File: src/rtl/gyro_bias_cal.sv
// gyro_bias_cal: removes the static zero-rate bias from a raw 3-axis gyro stream.
// A cal_start_in pulse averages 2^LOG2_SAMPLES valid samples per axis into a
// per-axis bias (floor of the mean). Every valid sample is output as
// saturate(sample - bias) one cycle later. Before the first calibration the bias
// is zero, so the data passes straight through.
// Optional build macro: GYRO_CAL_DEADBAND_EN forces corrected values with
// magnitude <= DEADBAND to zero.
module gyro_bias_cal #(
  parameter int LOG2_SAMPLES = 10,
  parameter int DEADBAND     = 4
) (
  input  logic        clk_100mhz,
  input  logic        reset_n,
  input  logic [15:0] gx_in,
  input  logic [15:0] gy_in,
  input  logic [15:0] gz_in,
  input  logic        valid_in,
  input  logic        cal_start_in,
  output logic [15:0] gx_out,
  output logic [15:0] gy_out,
  output logic [15:0] gz_out,
  output logic        valid_out,
  output logic        cal_busy_out,
  output logic        cal_done_out
);

  localparam int ACC_W = 16 + LOG2_SAMPLES;

`ifdef GYRO_CAL_DEADBAND_EN
  localparam bit DB_EN = 1'b1;
`else
  localparam bit DB_EN = 1'b0;
`endif

  localparam logic signed [16:0] DB_POS = 17'(DEADBAND);
  localparam logic signed [16:0] DB_NEG = -DB_POS;

  typedef enum logic [1:0] {
    S_IDLE,
    S_ACCUM,
    S_CAL
  } state_t;

  state_t                   r_state;
  logic signed [ACC_W-1:0]  r_acc_x, r_acc_y, r_acc_z;
  logic [LOG2_SAMPLES-1:0]  r_cnt;
  logic signed [15:0]       r_bias_x, r_bias_y, r_bias_z;
  logic signed [15:0]       r_gx_out, r_gy_out, r_gz_out;
  logic                     r_valid_out;
  logic                     r_cal_busy;
  logic                     r_cal_done;

  logic signed [ACC_W-1:0]  w_sum_x, w_sum_y, w_sum_z;

  // Running sum including the sample presented this cycle; the top 16 bits are
  // the floor-divided mean once the final sample is in.
  assign w_sum_x = r_acc_x + {{LOG2_SAMPLES{gx_in[15]}}, gx_in};
  assign w_sum_y = r_acc_y + {{LOG2_SAMPLES{gy_in[15]}}, gy_in};
  assign w_sum_z = r_acc_z + {{LOG2_SAMPLES{gz_in[15]}}, gz_in};

  // sample - bias in 17 bits, clamped to 16-bit signed range, then optional deadband.
  function automatic logic signed [15:0] f_correct(input logic signed [15:0] s,
                                                   input logic signed [15:0] b);
    logic signed [16:0] d;
    logic signed [15:0] q;
    d = {s[15], s} - {b[15], b};
    if (d > 17'sd32767)       q = 16'sh7fff;
    else if (d < -17'sd32768) q = 16'sh8000;
    else                      q = d[15:0];
    if (DB_EN && ($signed({q[15], q}) >= DB_NEG) && ($signed({q[15], q}) <= DB_POS))
      q = '0;
    return q;
  endfunction

  // Calibration control: accumulate, restart on cal_start_in, latch all three biases together.
  always_ff @(posedge clk_100mhz or negedge reset_n) begin
    if (!reset_n) begin
      r_state    <= S_IDLE;
      r_acc_x    <= '0;
      r_acc_y    <= '0;
      r_acc_z    <= '0;
      r_cnt      <= '0;
      r_bias_x   <= '0;
      r_bias_y   <= '0;
      r_bias_z   <= '0;
      r_cal_busy <= 1'b0;
      r_cal_done <= 1'b0;
    end else if (cal_start_in) begin
      // A start pulse always wins; any sample this cycle is not accumulated.
      r_state    <= S_ACCUM;
      r_acc_x    <= '0;
      r_acc_y    <= '0;
      r_acc_z    <= '0;
      r_cnt      <= '0;
      r_cal_busy <= 1'b1;
    end else begin
      case (r_state)
        S_ACCUM: begin
          if (valid_in) begin
            r_acc_x <= w_sum_x;
            r_acc_y <= w_sum_y;
            r_acc_z <= w_sum_z;
            r_cnt   <= r_cnt + 1'b1;
            if (&r_cnt) begin
              r_bias_x   <= w_sum_x[ACC_W-1:LOG2_SAMPLES];
              r_bias_y   <= w_sum_y[ACC_W-1:LOG2_SAMPLES];
              r_bias_z   <= w_sum_z[ACC_W-1:LOG2_SAMPLES];
              r_state    <= S_CAL;
              r_cal_busy <= 1'b0;
              r_cal_done <= 1'b1;
            end
          end
        end
        default: ;
      endcase
    end
  end

  // Output path: correct each valid sample with the bias held at that moment.
  always_ff @(posedge clk_100mhz or negedge reset_n) begin
    if (!reset_n) begin
      r_valid_out <= 1'b0;
      r_gx_out    <= '0;
      r_gy_out    <= '0;
      r_gz_out    <= '0;
    end else begin
      r_valid_out <= valid_in;
      if (valid_in) begin
        r_gx_out <= f_correct(gx_in, r_bias_x);
        r_gy_out <= f_correct(gy_in, r_bias_y);
        r_gz_out <= f_correct(gz_in, r_bias_z);
      end
    end
  end

  assign gx_out       = r_gx_out;
  assign gy_out       = r_gy_out;
  assign gz_out       = r_gz_out;
  assign valid_out    = r_valid_out;
  assign cal_busy_out = r_cal_busy;
  assign cal_done_out = r_cal_done;

endmodule

File: config.mk
export PLATFORM = sky130hd
export DESIGN_NAME = gyro_bias_cal
export DESIGN_NICKNAME = d
export VERILOG_FILES = /design/src/rtl/gyro_bias_cal.sv
export SDC_FILE = /design/constraint.sdc
export NUM_CORES = 1
export LEC_CHECK = 0
export ABC_AREA = 1
export CORE_UTILIZATION = 60
export DETAILED_ROUTE_END_ITERATION = 8
export PLACE_DENSITY = 0.82
export RECOVER_POWER = 100
export SYNTH_ARGS = -nofsm -noshare
export SYNTH_HDL_FRONTEND = slang
export SYNTH_SLANG_ARGS = --single-unit
File: constraint.sdc
create_clock -name clk_100mhz -period 2.5 [get_ports clk_100mhz]
set_input_delay 0.375 -clock clk_100mhz [delete_from_list [all_inputs] [get_ports clk_100mhz]]
set_output_delay 0.375 -clock clk_100mhz [all_outputs]
set_load 0.05 [all_outputs]
== Yosys cells after proc, flatten, opt, wreduce, memory -nomap -nowiden ==
Cells that the tools add are included.
Operators by class
  $lt $le $gt $ge: 6
  bitwise logic cells: 1
  add/sub/neg operators: 7
  eq/ne operators: 1
  multiplexer cells: 26
  reduce and logical (&&, ||, !) cells: 7
Operator list (count)
  26-bit 2-to-1 mux: 9
  16-bit 2-to-1 mux: 6
  26-bit adder: 3
  17-bit by 16-bit > comparator with 1-bit output, second input constant: 3
  17-bit by 16-bit < comparator with 1-bit output, second input constant: 3
  16-bit by 16-bit subtractor with 17-bit output: 3
  10-bit 2-to-1 mux: 3
  13-bit AND reduction: 1
  10-bit by 1-bit adder with 10-bit output, second input constant: 1
  10-bit AND reduction: 1
  2-bit 2-to-1 mux: 4
  2-bit nonzero test: 3
  1-bit 2-to-1 mux: 4
  3-bit AND reduction: 1
  2-bit by 1-bit == test with 1-bit output, second input constant: 1
  2-bit AND reduction: 1
  1-bit NOT: 1
Storage, ports and cells
  bits in registers: 189
  input port bits: 52
  word-level logic and storage cells: 62

== Longest topological paths before layout ==
Gate-level depths: netlist of run 1.
  depth after elaboration: 5
  mapped depth: 18
  depth with buffers taken out: 17

== Worst setup path after synthesis of run 1 ==
No wires, ideal clock.
  path type: input -> register
  start: in gy_in[0]
  end: reg r_gy_out[7] (netlist: gy_out[7])
  stages: 18
  setup time: 118 ps
  required time: 2382 ps
  buffers on the path: 1
  data arrival time: 2081 ps
  path slack: 301 ps
  path through: inv_1 ha_1 fa_1 inv_1 nand3_1 nand2_1 nand2_1 nand2_1 nand2_1 nand2_1 nand2_1 nand2_1 nand2_1 buf_4 nand2_1 nand2_1 nand2_1 nand2_1
Between the ends
  longest elaborated chain between the ends: 4
Ends and longest elaborated chain
  start, declared: line 15  | input logic [15:0] gy_in,
  16-bit by 16-bit subtractor with 17-bit output *: line 66  | d = {s[15], s} - {b[15], b};
  17-bit by 16-bit < comparator with 1-bit output: line 68  | else if (d < -17'sd32768) q = 16'sh8000;
  16-bit 2-to-1 mux: line 68
  16-bit 2-to-1 mux *: line 67  | if (d > 17'sd32767) q = 16'sh7fff;
  end signal, assigned: line 130  | r_gy_out <= f_correct(gy_in, r_bias_y);
  end, declared: line 48  | logic signed [15:0] r_gx_out, r_gy_out, r_gz_out;
Mark *: on every way between the ends. The rest lies on a longest branch, timed or not.
A chain may end at the register's enable or synchronous reset.

== Final worst setup path of run 1 ==
  start: in gy_in[0]
  end: reg r_bias_y[6]
Between the ends
  longest elaborated chain between the ends: 1
Ends and longest elaborated chain
  26-bit adder: line 58  | assign w_sum_y = r_acc_y + {{LOG2_SAMPLES{gy_in[15]}}, gy_in};
  end signal, assigned: line 106  | r_bias_y <= w_sum_y[ACC_W-1:LOG2_SAMPLES];
  end, declared: line 47  | logic signed [15:0] r_bias_x, r_bias_y, r_bias_z;
No other way between the ends.

==> results of run 1 <==
==> where the power goes <==
part / leakage (nW) / switching, mW / internal, mW
registers: 2.37 / 0.220 / 3.42
clock network: 0.281 / 1.33 / 1.38
logic: 7.82 / 3.04 / 2.03
==> critical path, delay by kind of cell <==
family                   cells  cell delay [ps]
AO/OA/AOI/OAI                1              110
buffers and inverters        2              570
adder cells (fa/ha/maj)      2              630
AND/OR/NAND/NOR              8              970
==> repair_timing <==
action                     4_1_cts  5_1_grt
setup endpoints to repair        0       45
resized for setup                0       15
hold endpoints to repair        36        0
hold buffers                     1        0
==> Yosys cell counts, types with 2 or more instances <==
library cell  count  area [µm²]
a21boi_0          6        45.0
a21o_1            8        60.1
a21oi_1         156         781
a22o_1            7        61.3
a31oi_1           5        31.3
and2_1            4        25.0
buf_2            16        80.1
buf_4            10        75.1
clkbuf_1         14        52.6
clkinv_1          2        7.51
dfrtp_1         188        4700
fa_1              6         120
ha_1            124        1550
inv_1           266         998
inv_2             2        7.51
nand2_1         830        3120
nand3_1         147         736
nand3b_1         32         240
nand4_1          28         175
nor2_1          173         649
nor3_1           21         105
nor4_1            8        50.1
o21a_1            3        22.5
o21ai_0         101         505
o21ai_1           6        30.0
o21bai_1         17         128
o31ai_1           3        22.5
or2_2             4        25.0
xnor2_1          10        87.6
xor2_1           27         236
==> stage by stage <==
| step | hold slack [ps] | setup TNS [ps] |
|---|---|---|
| 3_3_place_gp | 317 | -16450 |
| 3_5_place_dp | 316 | -22410 |
| 4_1_cts | 418 | 0 |
| 2_1_floorplan | 79.4 | 0 |
| 5_1_grt | 501 | 0 |
| 6_report | 447 | 0 |
==> cell families (layout without fill, tap and decap cells) <==
group,Yosys count,after routing,share of synthesized area
buf+inv,310,717,0.0825
flops,188,188,0.318
simple gates,1253,1253,0.350
compound gates,313,313,0.115
xor+xnor,37,37,0.0219
fa+ha+maj,130,130,0.113
==> path summary, 6_finish.rpt <==
kind	end	cells past startpoint
setup / recovery	r_bias_y[6]	13
hold / removal	gz_out[0]	6
setup reg to reg	r_bias_y[3]	8
hold reg to reg	cal_done_out	1
max in group asynchronous	r_acc_y[22]	3
min in group asynchronous	gz_out[7]	2
==> cell type report <==
| type | instances | area [µm²] | share of cell area |
|---|---|---|---|
| flip-flops and latches | 188 | 4700 | 0.248 |
| clock buffers | 20 | 467 | 0.0246 |
| clock inverters | 12 | 105 | 0.00554 |
| multi-input cells | 1733 | 8910 | 0.470 |
| inverters | 270 | 1010 | 0.0534 |
| repair buffers | 415 | 3370 | 0.178 |
| well taps | 324 | 405 | 0.0214 |
==> metal layers <==
metal	vias to the layer above	wire length, µm	share of wire	global-route usage
met5	-	0	0	0
met4	0	1340	0.031	0.134
met3	86	2160	0.049	0.0310
met2	526	21200	0.48	0.627
met1	7512	19100	0.44	0.451
li1	8008	-	-	-
==> run_results.csv, run 1 <==
group,metric,value,unit
global_routing,grt_pass1_wl,73600,µm
power_and_ir_drop,p_per_area,601,mW/mm²
placed_design,placed_area,0.0184,mm²
critical_path,required,2810,ps
global_routing,grt_use_total,0.355,
timing,slew_violations,0,
critical_path,r2r-start,"r_state[0]",
timing,period_share,0.943,
placed_design,post-place-ws,-337,ps
critical_path,crit_path_start,"gy_in[0]",
synth,yosys_register_bits,188,
die,start_util,0.610,
synth,synth_ff_type,"dfrtp_1",
clock_tree,root_buffer,"clkbuf_16",
clock_tree,cts_made_buffers,17,
cells_and_area,nets,2807,
power_and_ir_drop,vdd_drop_max,0.433,mV
die,die_area,0.0253,mm²
timing,rsz0062_at_grt,"false",
synth,ys_async_sr_fraction,1.00,
timing,setup_viol,0,
synth,syn_avg_cell_area,6.63,µm²
synth,synth_cell_types,37,
critical_path,r2r_slack,160,ps
synth,synthCells,2231,
power_and_ir_drop,power,11.4,mW
cells_and_area,reg_top3,"r_acc_x (26), r_acc_y (26), r_acc_z (26)",
run_status,status,"finished, final reports clean",
routing,routedWlPerCell,14.8,µm
timing,fmax,0.424,GHz
critical_path,crit_type,"input pin to flop",
cells_and_area,fillers,1889,
die,core,0.0242,mm²
cells_and_area,drive_gt1_frac,0.135,
placed_design,hpwlAfterDp,34000,µm
run,drv_cap,0,
global_routing,grt_start_max_net_pins,72,
power_and_ir_drop,p_leak,10.5,nW
synth,yosys_warnings,0,
global_routing,overflow,0,
routing,routed_via_density,5.45,
critical_path,cp_max_fo,4,
synth,ys_seq_area_frac,0.318,
clock_tree,clkTransAtPathRegs,80,ps
routing,dr.pass1.iters,6,
routing,route.vias.total,16100,
timing,setup_ws,143,ps
clock_tree,postCtsSetupBuffers,0,
die,num_rows,57,
hold_path,worstHoldPathType,"input pin to flop",
routing,detail-route-antenna-nets,0,
routing,drtIter0Drc,1392,
clock_tree,clkSinkCount,188,
timing,final_hold_viol_count,0,
die,ioPinCount,103,
cells_and_area,synthToLayoutAreaGrowth,28.3,%
critical_path,end_kind,"flop",
critical_path,worstPathArrival,2670,ps
global_routing,antenna_found_initial,0,
timing,worstMarginPinSlew,1010,ps
routing,totalWireLength,43800,µm
critical_path,path_cells,"clkdlybuf4s50_1 > clkbuf_1 > ha_1 > fa_1 > nand3_1 > nand3_1 > nand3_1 > nand2_1 > nand2_1 > nand2_1 > nor2_1 > nand3b_1 > o21ai_0",
critical_path,startpoint_type,"input pin",
synth,synthesis.nets,2413,
cells_and_area,design_area,0.0190,mm²
hold_path,min-delay-start,"gz_in[0]",
timing,fin_crit,2360,ps
global_routing,grt_pass1_vias,15900,
synth,netlist_area,0.0148,mm²
critical_path,max_stage_delay,430,ps
placed_design,dpl.cell_count,2929,
clock_tree,clk_path_buf_depth,2,
timing,clock_skew,15.2,ps
clock_tree,cts_tree,"yes",
clock_tree,clk_latency,450,ps
cells_and_area,instances_no_fill,2962,
die,fp.dieW,159,µm
routing,drc,0,
cells_and_area,antenna-diode-count,0,
placed_design,gp_congestion,1.01,
clock_tree,cts_max_level,4,
placed_design,port_buffers,102,
cells_and_area,fin_util,0.783,
die,die_h,159,µm
timing,relSlewSlack,0.330,
critical_path,slowest_stage,"clkdlybuf4s50_1",
cells_and_area,layout_common_cells,"827 x nand2_1, 280 x buf_4, 267 x inv_1",
synth,synth-edff-count,0,
cells_and_area,final_common_cell,"nand2_1",
(Power assumes the default switching activity.)
==> run 2, diff against run 1 <==
Settings changed: CORE_UTILIZATION 60 to 30, PLACE_DENSITY 0.82 to 0.47.
==> run_results.csv, run 2 (synthesis results as in run 1) <==
group,metric,value,unit
run_status,status,"finished, final reports clean",
clock_tree,cts_max_level,4,
clock_tree,root_buffer,"clkbuf_16",
clock_tree,clkTransAtPathRegs,70,ps
global_routing,grt_pass1_wl,77400,µm
die,start_util,0.303,
cells_and_area,reg_top3,"r_acc_x (26), r_acc_y (26), r_acc_z (26)",
die,num_rows,81,
die,ioPinCount,103,
routing,route.vias.total,15500,
power_and_ir_drop,p_per_area,592,mW/mm²
global_routing,grt_use_total,0.195,
global_routing,overflow,0,
power_and_ir_drop,power.share.clock,0.245,
global_routing,grt_start_max_net_pins,64,
timing,rsz0062_at_grt,"false",
critical_path,crit_type,"input pin to flop",
cells_and_area,layout_common_cells,"830 x nand2_1, 343 x buf_4, 266 x inv_1",
timing,clock_skew,11.5,ps
power_and_ir_drop,seq_power_share,0.309,
cells_and_area,drive_gt1_frac,0.151,
timing,setup_viol,0,
placed_design,port_buffers,102,
cells_and_area,seq_area,0.00470,mm²
critical_path,max_stage_delay,480,ps
clock_tree,clk_latency,500,ps
routing,drc,0,
power_and_ir_drop,power_frac_comb,0.446,
cells_and_area,final_common_cell,"nand2_1",
cells_and_area,antenna-diode-count,0,
critical_path,crit_family,"compound AO/OA/AOI/OAI gates",
clock_tree,clkSinkCount,188,
power_and_ir_drop,p_int,7.12,mW
power_and_ir_drop,vdd_drop_max,0.512,mV
die,fp.dieW,224,µm
global_routing,antenna_found_initial,0,
routing,dr.pass1.iters,7,
power_and_ir_drop,p_leak,10.8,nW
cells_and_area,fillers,5142,
timing,fin_crit,2370,ps
critical_path,critPathBufInv,2,
timing,fmax,0.423,GHz
critical_path,slowest_stage,"clkdlybuf4s50_1",
clock_tree,clk_path_buf_depth,2,
timing,relSlewSlack,0.230,
timing,final_hold_viol_count,0,
placed_design,gp_congestion,0.897,
routing,routedWlPerCell,14.2,µm
cells_and_area,synthToLayoutAreaGrowth,34.2,%
run,drv_cap,0,
die,die_h,224,µm
critical_path,path_cells,"clkdlybuf4s50_1 > clkbuf_4 > ha_1 > a21oi_1 > o21ai_0 > a21oi_1 > o21ai_0 > nand2_1 > nand3_1 > nand3_1 > nand2_1",
power_and_ir_drop,swShare,0.394,
global_routing,grt_pass1_vias,15200,
die,die_area,0.0502,mm²
cells_and_area,fin_util,0.407,
timing,slew_violations,0,
critical_path,reg2reg_depth,16,
hold_path,worstHoldPathType,"input pin to flop",
timing,worstMarginPinSlew,1150,ps
clock_tree,cts_made_buffers,17,
placed_design,hpwlAfterDp,38000,µm
power_and_ir_drop,p_sw,4.64,mW
routing,routed_via_density,4.62,
cells_and_area,multi_input_area,0.00888,mm²
routing,totalWireLength,47600,µm
timing,period_share,0.946,
critical_path,cp_max_fo,5,
die,core,0.0487,mm²
clock_tree,cts_tree,"yes",
critical_path,required,2890,ps
hold_path,hold_depth,2,
critical_path,worstPathArrival,2750,ps
power_and_ir_drop,power,11.8,mW
critical_path,cp.depth,11,
routing,drtIter0Drc,742,
routing,detail-route-antenna-nets,0,
critical_path,end_kind,"flop",
cells_and_area,nets,2866,
critical_path,startpoint_type,"input pin",
-- run 2: repair_timing --
| action | CTS | global route |
|---|---|---|
| setup endpoints to repair | 0 | 6 |
| hold buffers | 1 | 0 |
| buffers inserted | 0 | 0 |
| hold endpoints to repair | 41 | 0 |
| gates resized for setup | 0 | 3 |
-- run 2: routing by layer --
| metal | track usage | part of all wire | up-vias | wire length, µm |
|---|---|---|---|---|
| met5 | 0 | 0 | - | 0 |
| met1 | 0.259 | 0.49 | 7115 | 23600 |
| met3 | 0.0287 | 0.027 | 60 | 1290 |
| li1 | - | - | 8117 | - |
| met2 | 0.317 | 0.45 | 226 | 21400 |
| met4 | 0.0782 | 0.029 | 0 | 1380 |
-- run 2: final cells by class --
| type | instances | area share |
|---|---|---|
| multi-input combinational | 1733 | 0.447 |
| clock buffer | 21 | 0.0227 |
| clock inverter | 11 | 0.00668 |
| tap | 664 | 0.0418 |
| inverter | 270 | 0.0510 |
| timing repair buffer | 474 | 0.193 |
| sequential | 188 | 0.237 |
-- run 2: path summary, 6_finish.rpt --
kind / start / endpoint / slack, ps
setup / recovery: gy_in[9] / r_acc_y[22] / 130
hold / removal: valid_in / valid_out / 450
setup reg to reg: r_bias_y[0] / gy_out[4] / 240
hold reg to reg: gy_out[9] / gy_out[9] / 470
max in group asynchronous: reset_n / r_acc_z[22] / 400
min in group asynchronous: reset_n / gz_out[7] / 640
-- run 2: power by group through the flow --
stage | Clock (mW) | Sequential (mW) | Combinational (mW)
detailed placement | 0 | 3.70 | 5.32
finish | 2.88 | 3.64 | 5.24
floorplan | 0 | 4.22 | 2.46
CTS | 2.99 | 3.65 | 5.35
global placement | 0 | 3.69 | 5.30
global route | 3.08 | 3.68 | 5.85
-- run 2: through the flow --
stage,setup TNS (ps),hold WS (ps),cells,setup slack (ps),area (µm²)
3_3_place_gp,-29220,340,3328,-390,19400
5_1_grt,0,439,3361,3.47,19900
6_report,0,445,3361,135,19900
2_1_floorplan,0,79.4,2231,301,14800
3_5_place_dp,-30340,343,3328,-385,19400
4_1_cts,0,355,3361,150,19900
-- run 2: worst register-to-register path, stage by stage (launching register included) --
cell	delay [ps]
dfrtp_1	400
ha_1	210
fa_1	410
inv_1	90
nand3_1	70
nand2_1	90
nand2_1	50
nand2_1	80
nand2_1	80
nand3_2	110
nand2_1	80
nand2_1	90
clkbuf_1	190
nand2_1	70
nand2_1	60
nand2_1	50
nand2_1	80
